--- config.mk ---
export PLATFORM = sky130hd
export DESIGN_NAME = gbp_update_ctrl
export DESIGN_NICKNAME = d
export VERILOG_FILES = /design/src/rtl/gbp_update_ctrl_pkg.sv /design/src/rtl/gbp_meta_fifo.sv /design/src/rtl/gbp_update_ctrl.sv
export SDC_FILE = /design/constraint.sdc
export NUM_CORES = 1
export LEC_CHECK = 0
export ABC_CLOCK_PERIOD_IN_PS = 7080
export CORE_AREA = 3 3 172 174
export CTS_BUF_LIST = sky130_fd_sc_hd__clkbuf_8
export CTS_CLUSTER_DIAMETER = 200
export CTS_CLUSTER_SIZE = 25
export DETAILED_ROUTE_END_ITERATION = 6
export DIE_AREA = 0 0 175 177
export MAX_ROUTING_LAYER = met4
export PLACE_DENSITY = 0.76
export REMOVE_ABC_BUFFERS = 1
export SYNTH_ARGS = -nofsm -noshare
export SYNTH_HDL_FRONTEND = slang
export SYNTH_HIERARCHICAL = 1
export SYNTH_SLANG_ARGS = --single-unit
--- constraint.sdc ---
create_clock -name clk_i -period 7.08 [get_ports clk_i]
set_clock_uncertainty 0.1 [all_clocks]
set_input_delay 1.062 -clock clk_i [delete_from_list [all_inputs] [get_ports clk_i]]
set_output_delay 1.062 -clock clk_i [all_outputs]
set_load 0.01 [all_outputs]
--- src/rtl/gbp_update_ctrl_pkg.sv ---
// gbp_update_ctrl_pkg: predictor update types and sizing helpers shared by the update controller.
package gbp_update_ctrl_pkg;
  localparam int unsigned VLEN = 32;
  localparam int unsigned GBP_IDX_BITS = 8;
  typedef struct packed {
    logic [GBP_IDX_BITS-1:0] index;
  } bp_metadata_t;
  typedef struct packed {
    logic         valid;
    logic         taken;
    bp_metadata_t metadata;
  } bht_prediction_t;
  typedef struct packed {
    logic            valid;
    logic [VLEN-1:0] pc;
    logic            taken;
    bp_metadata_t    metadata;
  } bht_update_t;
  typedef struct packed {
    logic [VLEN-1:0] pc;
    logic            valid;
    logic            taken;
    bp_metadata_t    metadata;
  } gbp_update_ctrl_entry_t;
  function automatic int unsigned cnt_w(input int unsigned depth);
    return $clog2(depth) + 1;
  endfunction
endpackage

--- src/rtl/gbp_meta_fifo.sv ---
// gbp_meta_fifo: flop-based in-order queue of prediction metadata with flush.
module gbp_meta_fifo
  import gbp_update_ctrl_pkg::*;
#(
  parameter int unsigned DEPTH = 8,
  localparam int unsigned PW = $clog2(DEPTH),
  localparam int unsigned CW = cnt_w(DEPTH)
) (
  input  logic                   clk_i,
  input  logic                   rst_ni,
  input  logic                   flush_i,
  input  logic                   push_i,
  input  gbp_update_ctrl_entry_t push_data_i,
  input  logic                   pop_i,
  output gbp_update_ctrl_entry_t head_o,
  output logic                   full_o,
  output logic                   empty_o,
  output logic [CW-1:0]          count_o
);
  gbp_update_ctrl_entry_t mem_q [DEPTH];
  gbp_update_ctrl_entry_t mem_d [DEPTH];
  logic [PW-1:0] rd_q, rd_d, wr_q, wr_d;
  logic [CW-1:0] cnt_q, cnt_d;
  logic do_push, do_pop;
  assign full_o  = cnt_q == CW'(DEPTH);
  assign empty_o = cnt_q == '0;
  assign count_o = cnt_q;
  assign head_o  = mem_q[rd_q];
  assign do_push = push_i && !full_o && !flush_i;
  assign do_pop  = pop_i && !empty_o && !flush_i;
  always_comb begin
    mem_d = mem_q;
    if (do_push) mem_d[wr_q] = push_data_i;
    rd_d  = flush_i ? '0 : rd_q + PW'(do_pop);
    wr_d  = flush_i ? '0 : wr_q + PW'(do_push);
    cnt_d = flush_i ? '0 : cnt_q + CW'(do_push) - CW'(do_pop);
  end
  always_ff @(posedge clk_i or negedge rst_ni) begin
    if (!rst_ni) begin
      rd_q  <= '0;
      wr_q  <= '0;
      cnt_q <= '0;
    end else begin
      rd_q  <= rd_d;
      wr_q  <= wr_d;
      cnt_q <= cnt_d;
    end
  end
  // Contents need no reset: occupancy alone decides what is live.
  always_ff @(posedge clk_i) mem_q <= mem_d;
endmodule

--- src/rtl/gbp_update_ctrl.sv ---
// gbp_update_ctrl: queues consumed predictions and returns a registered update to gbp
// when the oldest branch resolves, flagging mispredicts and protocol errors.
module gbp_update_ctrl
  import gbp_update_ctrl_pkg::*;
#(
  parameter int unsigned DEPTH = 8,
  localparam int unsigned CW = cnt_w(DEPTH)
) (
  input  logic            clk_i,
  input  logic            rst_ni,
  input  logic            flush_bp_i,
  input  logic            debug_mode_i,
  input  logic            push_valid_i,
  output logic            push_ready_o,
  input  logic [VLEN-1:0] push_pc_i,
  input  bht_prediction_t push_pred_i,
  input  logic            resolve_valid_i,
  input  logic [VLEN-1:0] resolve_pc_i,
  input  logic            resolve_taken_i,
  output bht_update_t     bht_update_o,
  output logic            mispredict_o,
  output logic            pc_mismatch_o,
  output logic            underflow_o,
  output logic [CW-1:0]   count_o
);
  gbp_update_ctrl_entry_t push_entry, head;
  logic full, empty, hit;
  bht_update_t upd_q, upd_d;
  logic mis_q, mis_d, pcm_q, pcm_d, und_q, und_d;
  assign push_entry = '{pc: push_pc_i, valid: push_pred_i.valid, taken: push_pred_i.taken,
                        metadata: push_pred_i.metadata};
  gbp_meta_fifo #(.DEPTH(DEPTH)) u_fifo (
    .clk_i       (clk_i),
    .rst_ni      (rst_ni),
    .flush_i     (flush_bp_i),
    .push_i      (push_valid_i),
    .push_data_i (push_entry),
    .pop_i       (resolve_valid_i),
    .head_o      (head),
    .full_o      (full),
    .empty_o     (empty),
    .count_o     (count_o)
  );
  assign push_ready_o = !full;
  assign hit = head.pc == resolve_pc_i;
  always_comb begin
    upd_d = '0;
    mis_d = 1'b0;
    pcm_d = 1'b0;
    und_d = 1'b0;
    if (resolve_valid_i && !flush_bp_i) begin
      und_d = empty;
      pcm_d = !empty && !hit;
      if (!empty && hit) begin
        upd_d = '{valid: head.valid && !debug_mode_i, pc: head.pc, taken: resolve_taken_i,
                  metadata: head.metadata};
        mis_d = head.valid && (head.taken != resolve_taken_i);
      end
    end
  end
  always_ff @(posedge clk_i or negedge rst_ni) begin
    if (!rst_ni) begin
      upd_q <= '0;
      mis_q <= 1'b0;
      pcm_q <= 1'b0;
      und_q <= 1'b0;
    end else begin
      upd_q <= upd_d;
      mis_q <= mis_d;
      pcm_q <= pcm_d;
      und_q <= und_d;
    end
  end
  assign bht_update_o  = upd_q;
  assign mispredict_o  = mis_q;
  assign pc_mismatch_o = pcm_q;
  assign underflow_o   = und_q;
endmodule
==> impl_metrics.json <==
{
  "status": "complete, no violations",
  "yosys_most_used_dff": "edfxtp_1",
  "diodes": 0,
  "cp_data_required_time_ns": 7.44,
  "ys_seq_area_share_pct": 74.2,
  "wl_um": 31000,
  "syn_to_final_growth_pct": 13.2,
  "p_leak_nw": 5.56,
  "p_seq_share_pct": 63.0,
  "cp_common_cell": "nor4_1",
  "rsz0062_at_grt": "no",
  "wl_per_cell_um": 24.6,
  "finalHoldViolCount": 0,
  "layout_commonest_cell": "edfxtp_1",
  "worstSetupPathType": "reg -> reg",
  "swShare_pct": 23.9,
  "setup_viol": 0,
  "htree_levels": 1,
  "worst_setup_path_startpoint": "u_fifo/rd_q[0]",
  "cts_root_buf": "clkbuf_8",
  "cp-start-kind": "flop",
  "period_share_pct": 70.4,
  "antenna_found_initial": 0,
  "synthDistinctLibCells": 30,
  "slowest_stage": "dfrtp_4",
  "rrSetupSlack_ns": 2.10,
  "hold_class": "in -> async",
  "period_needed_ns": 4.98,
  "synth_seq_cells": 391,
  "clock_sinks": 391,
  "final_cell_mix": "edfxtp_1 (336), clkdlybuf4s50_1 (129), mux4_2 (84)",
  "power.density_nw_per_um2": 238,
  "grt_pass1_vias": 7621,
  "dieArea_um2": 31000,
  "seq_area_um2": 11500,
  "relSlewSlack_pct": 29.4,
  "grt_pass1_wl_um": 46800,
  "pin_count": 131,
  "multiInputGateArea_um2": 3780,
  "cts_tree": "built",
  "start_util_pct": 55.3,
  "r2r_start": "u_fifo/rd_q[0]",
  "post-route-util_pct": 62.7,
  "die_x_um": 175,
  "power_switching_mw": 0.994,
  "drtIter0Drc": 686,
  "tns_ns": 0,
  "nFillCells": 1954,
  "async_reset_ff_share_pct": 14.1,
  "instances_no_fill": 1258,
  "rr_worst_depth": 8,
  "cts.path.max_buffers": 3,
  "rr_endpoint": "mispredict_o",
  "worst_skew_pair.late_latency_ns": 0.56,
  "route.detailed.drc": 0,
  "nets": 962,
  "gr-total-overflow": 0,
  "fin_area_um2": 17500,
  "post_cts.repair.setup_buffers": 0,
  "grt_use_total_pct": 20.8,
  "clkPwrFrac_pct": 21.2,
  "max_stage_delay_ns": 1.00,
  "syn_area_um2": 15500,
  "post_dp_cell_area_um2": 17200,
  "peakVddDrop_mv": 0.186,
  "grt_max_degree": 56,
  "avgSynthCellArea_um2": 20.9,
  "postCtsHoldBufs": 0,
  "yosysWarnings": 6,
  "cp-end-kind": "flop",
  "worst_pin_slew_ns": 1.05,
  "cp.arrival_ns": 5.35,
  "vias_per_cell": 5.87,
  "post_cts_resized": 0,
  "core_area_um2": 27900,
  "total_power_mw": 4.16,
  "gp_congestion": 0.737,
  "fmax_ghz": 0.201,
  "first_pass_iters": 5,
  "drv_slew": 0,
  "dpl.cell_count": 1227,
  "die_h_um": 177,
  "crit_fanout": 46,
  "intPower_mw": 3.16,
  "p_comb_share_pct": 15.8,
  "crit_chain": "buf_12 > mux4_2 > mux2_2 > xor2_1 > nor4_1 > nand4_4 > buf_4 > nor4_1",
  "numCtsBuffers": 19,
  "final_layout_size_suffix_gt1_share_pct": 25.3,
  "drv_cap": 0,
  "crit_end": "mispredict_o",
  "clk_pin_slew_ns": 0.14,
  "dp_hpwl_um": 18400,
  "synth_edf_count": 336,
  "syn_inst": 739,
  "vias": 7386,
  "detail-route-antenna-nets": 0,
  "portBuffers": 130,
  "rows": 61
}
## synthesized netlist by cell type (all sizes together) (2+ instances only)
library cell	instances	area share, %
nand4	2	0.16
xnor2	4	0.23
nor2b	7	0.28
a21oi	2	0.065
inv	8	0.19
clkbuf	11	0.27
nand2	44	1.1
nor3	43	2.7
nand3	2	0.065
nor2	10	0.24
nor3b	3	0.15
xor2	32	1.8
dfrtp	55	8.9
nand2b	3	0.12
nor4	10	0.57
edfxtp	336	65
buf	25	1.4
ha	10	0.81
mux4	84	12
mux2	42	3.1
## critical path: cells and delay by family (launching register included)
kind                   cells  cell delay (ns)
AND/OR/NAND/NOR            3             1.78
flip-flops                 1             1.00
buffers and inverters      2             0.91
multiplexers               2             0.88
XOR/XNOR                   1             0.16
## area by class of cell
| class | instances | share of cell area, % |
|---|---|---|
| multi-input cells | 304 | 21.6 |
| repair buffers | 146 | 8.18 |
| clock buffers | 19 | 1.49 |
| flip-flops and latches | 391 | 65.6 |
| inverters | 8 | 0.172 |
| well taps | 378 | 2.70 |
| clock inverters | 12 | 0.300 |
## routing by layer
layer / vias to the layer above / GRT usage (%) / share of wire [%]
met5: - / - / 0
li1: 3178 / - / -
met2: 288 / 33.9 / 50
met4: 0 / 3.19 / 1.5
met3: 33 / 3.43 / 7.1
met1: 3887 / 29.0 / 41
## power groups by stage
| stage | Sequential (mW) | Clock, mW | Combinational (mW) |
|---|---|---|---|
| 2_1_floorplan | 2.69 | 0 | 0.430 |
| 3_3_place_gp | 2.67 | 0 | 0.651 |
| 3_5_place_dp | 2.67 | 0 | 0.664 |
| 4_1_cts | 2.62 | 0.914 | 0.667 |
| 5_1_grt | 2.63 | 0.992 | 0.715 |
| 6_report | 2.62 | 0.883 | 0.657 |
## worst min path at each step
stage | from | end | slack (ns) | cells after the start
global placement | u_fifo/wr_q[0] | u_fifo/wr_q[0] | 0.52 | 2
CTS | rst_ni | bht_update_o[18] | 0.46 | 1
detailed placement | u_fifo/wr_q[0] | u_fifo/wr_q[0] | 0.57 | 2
finish | rst_ni | bht_update_o[18] | 0.46 | 1
global route | rst_ni | bht_update_o[11] | 0.48 | 1
floorplan | u_fifo/wr_q[2] | u_fifo/wr_q[2] | 0.48 | 2
## kinds of logic (layout without fill, tap and decap cells)
kind of cell	Yosys count	count (layout)	share of synthesized area [%]
muxes	126	126	15.3
AOI/OAI and AO/OA	4	4	0.170
DFF	391	391	74.2
adders and majority gates	11	11	0.939
xor gates and xnor gates	36	36	2.04
and+or+nand+nor	127	127	5.50
buffers and inverters	44	185	1.86
## state kept, by name (all words and copies together) (netlist names)
name and cells:
u_fifo/wr_q 3, u_fifo/mem_q 336, mispredict_o 1, pc_mismatch_o 1, bht_update_o 42, u_fifo/rd_q 3
u_fifo/count_o 4, underflow_o 1
## stage by stage
step                      worst slack, ns  hold WS [ns]
final                                2.10         0.459
after global routing                 1.90         0.477
after CTS                            2.01         0.462
after detailed placement             2.04         0.575
after global placement               2.03         0.517
after floorplan                     0.593         0.482
(Power assumes the default switching activity.)
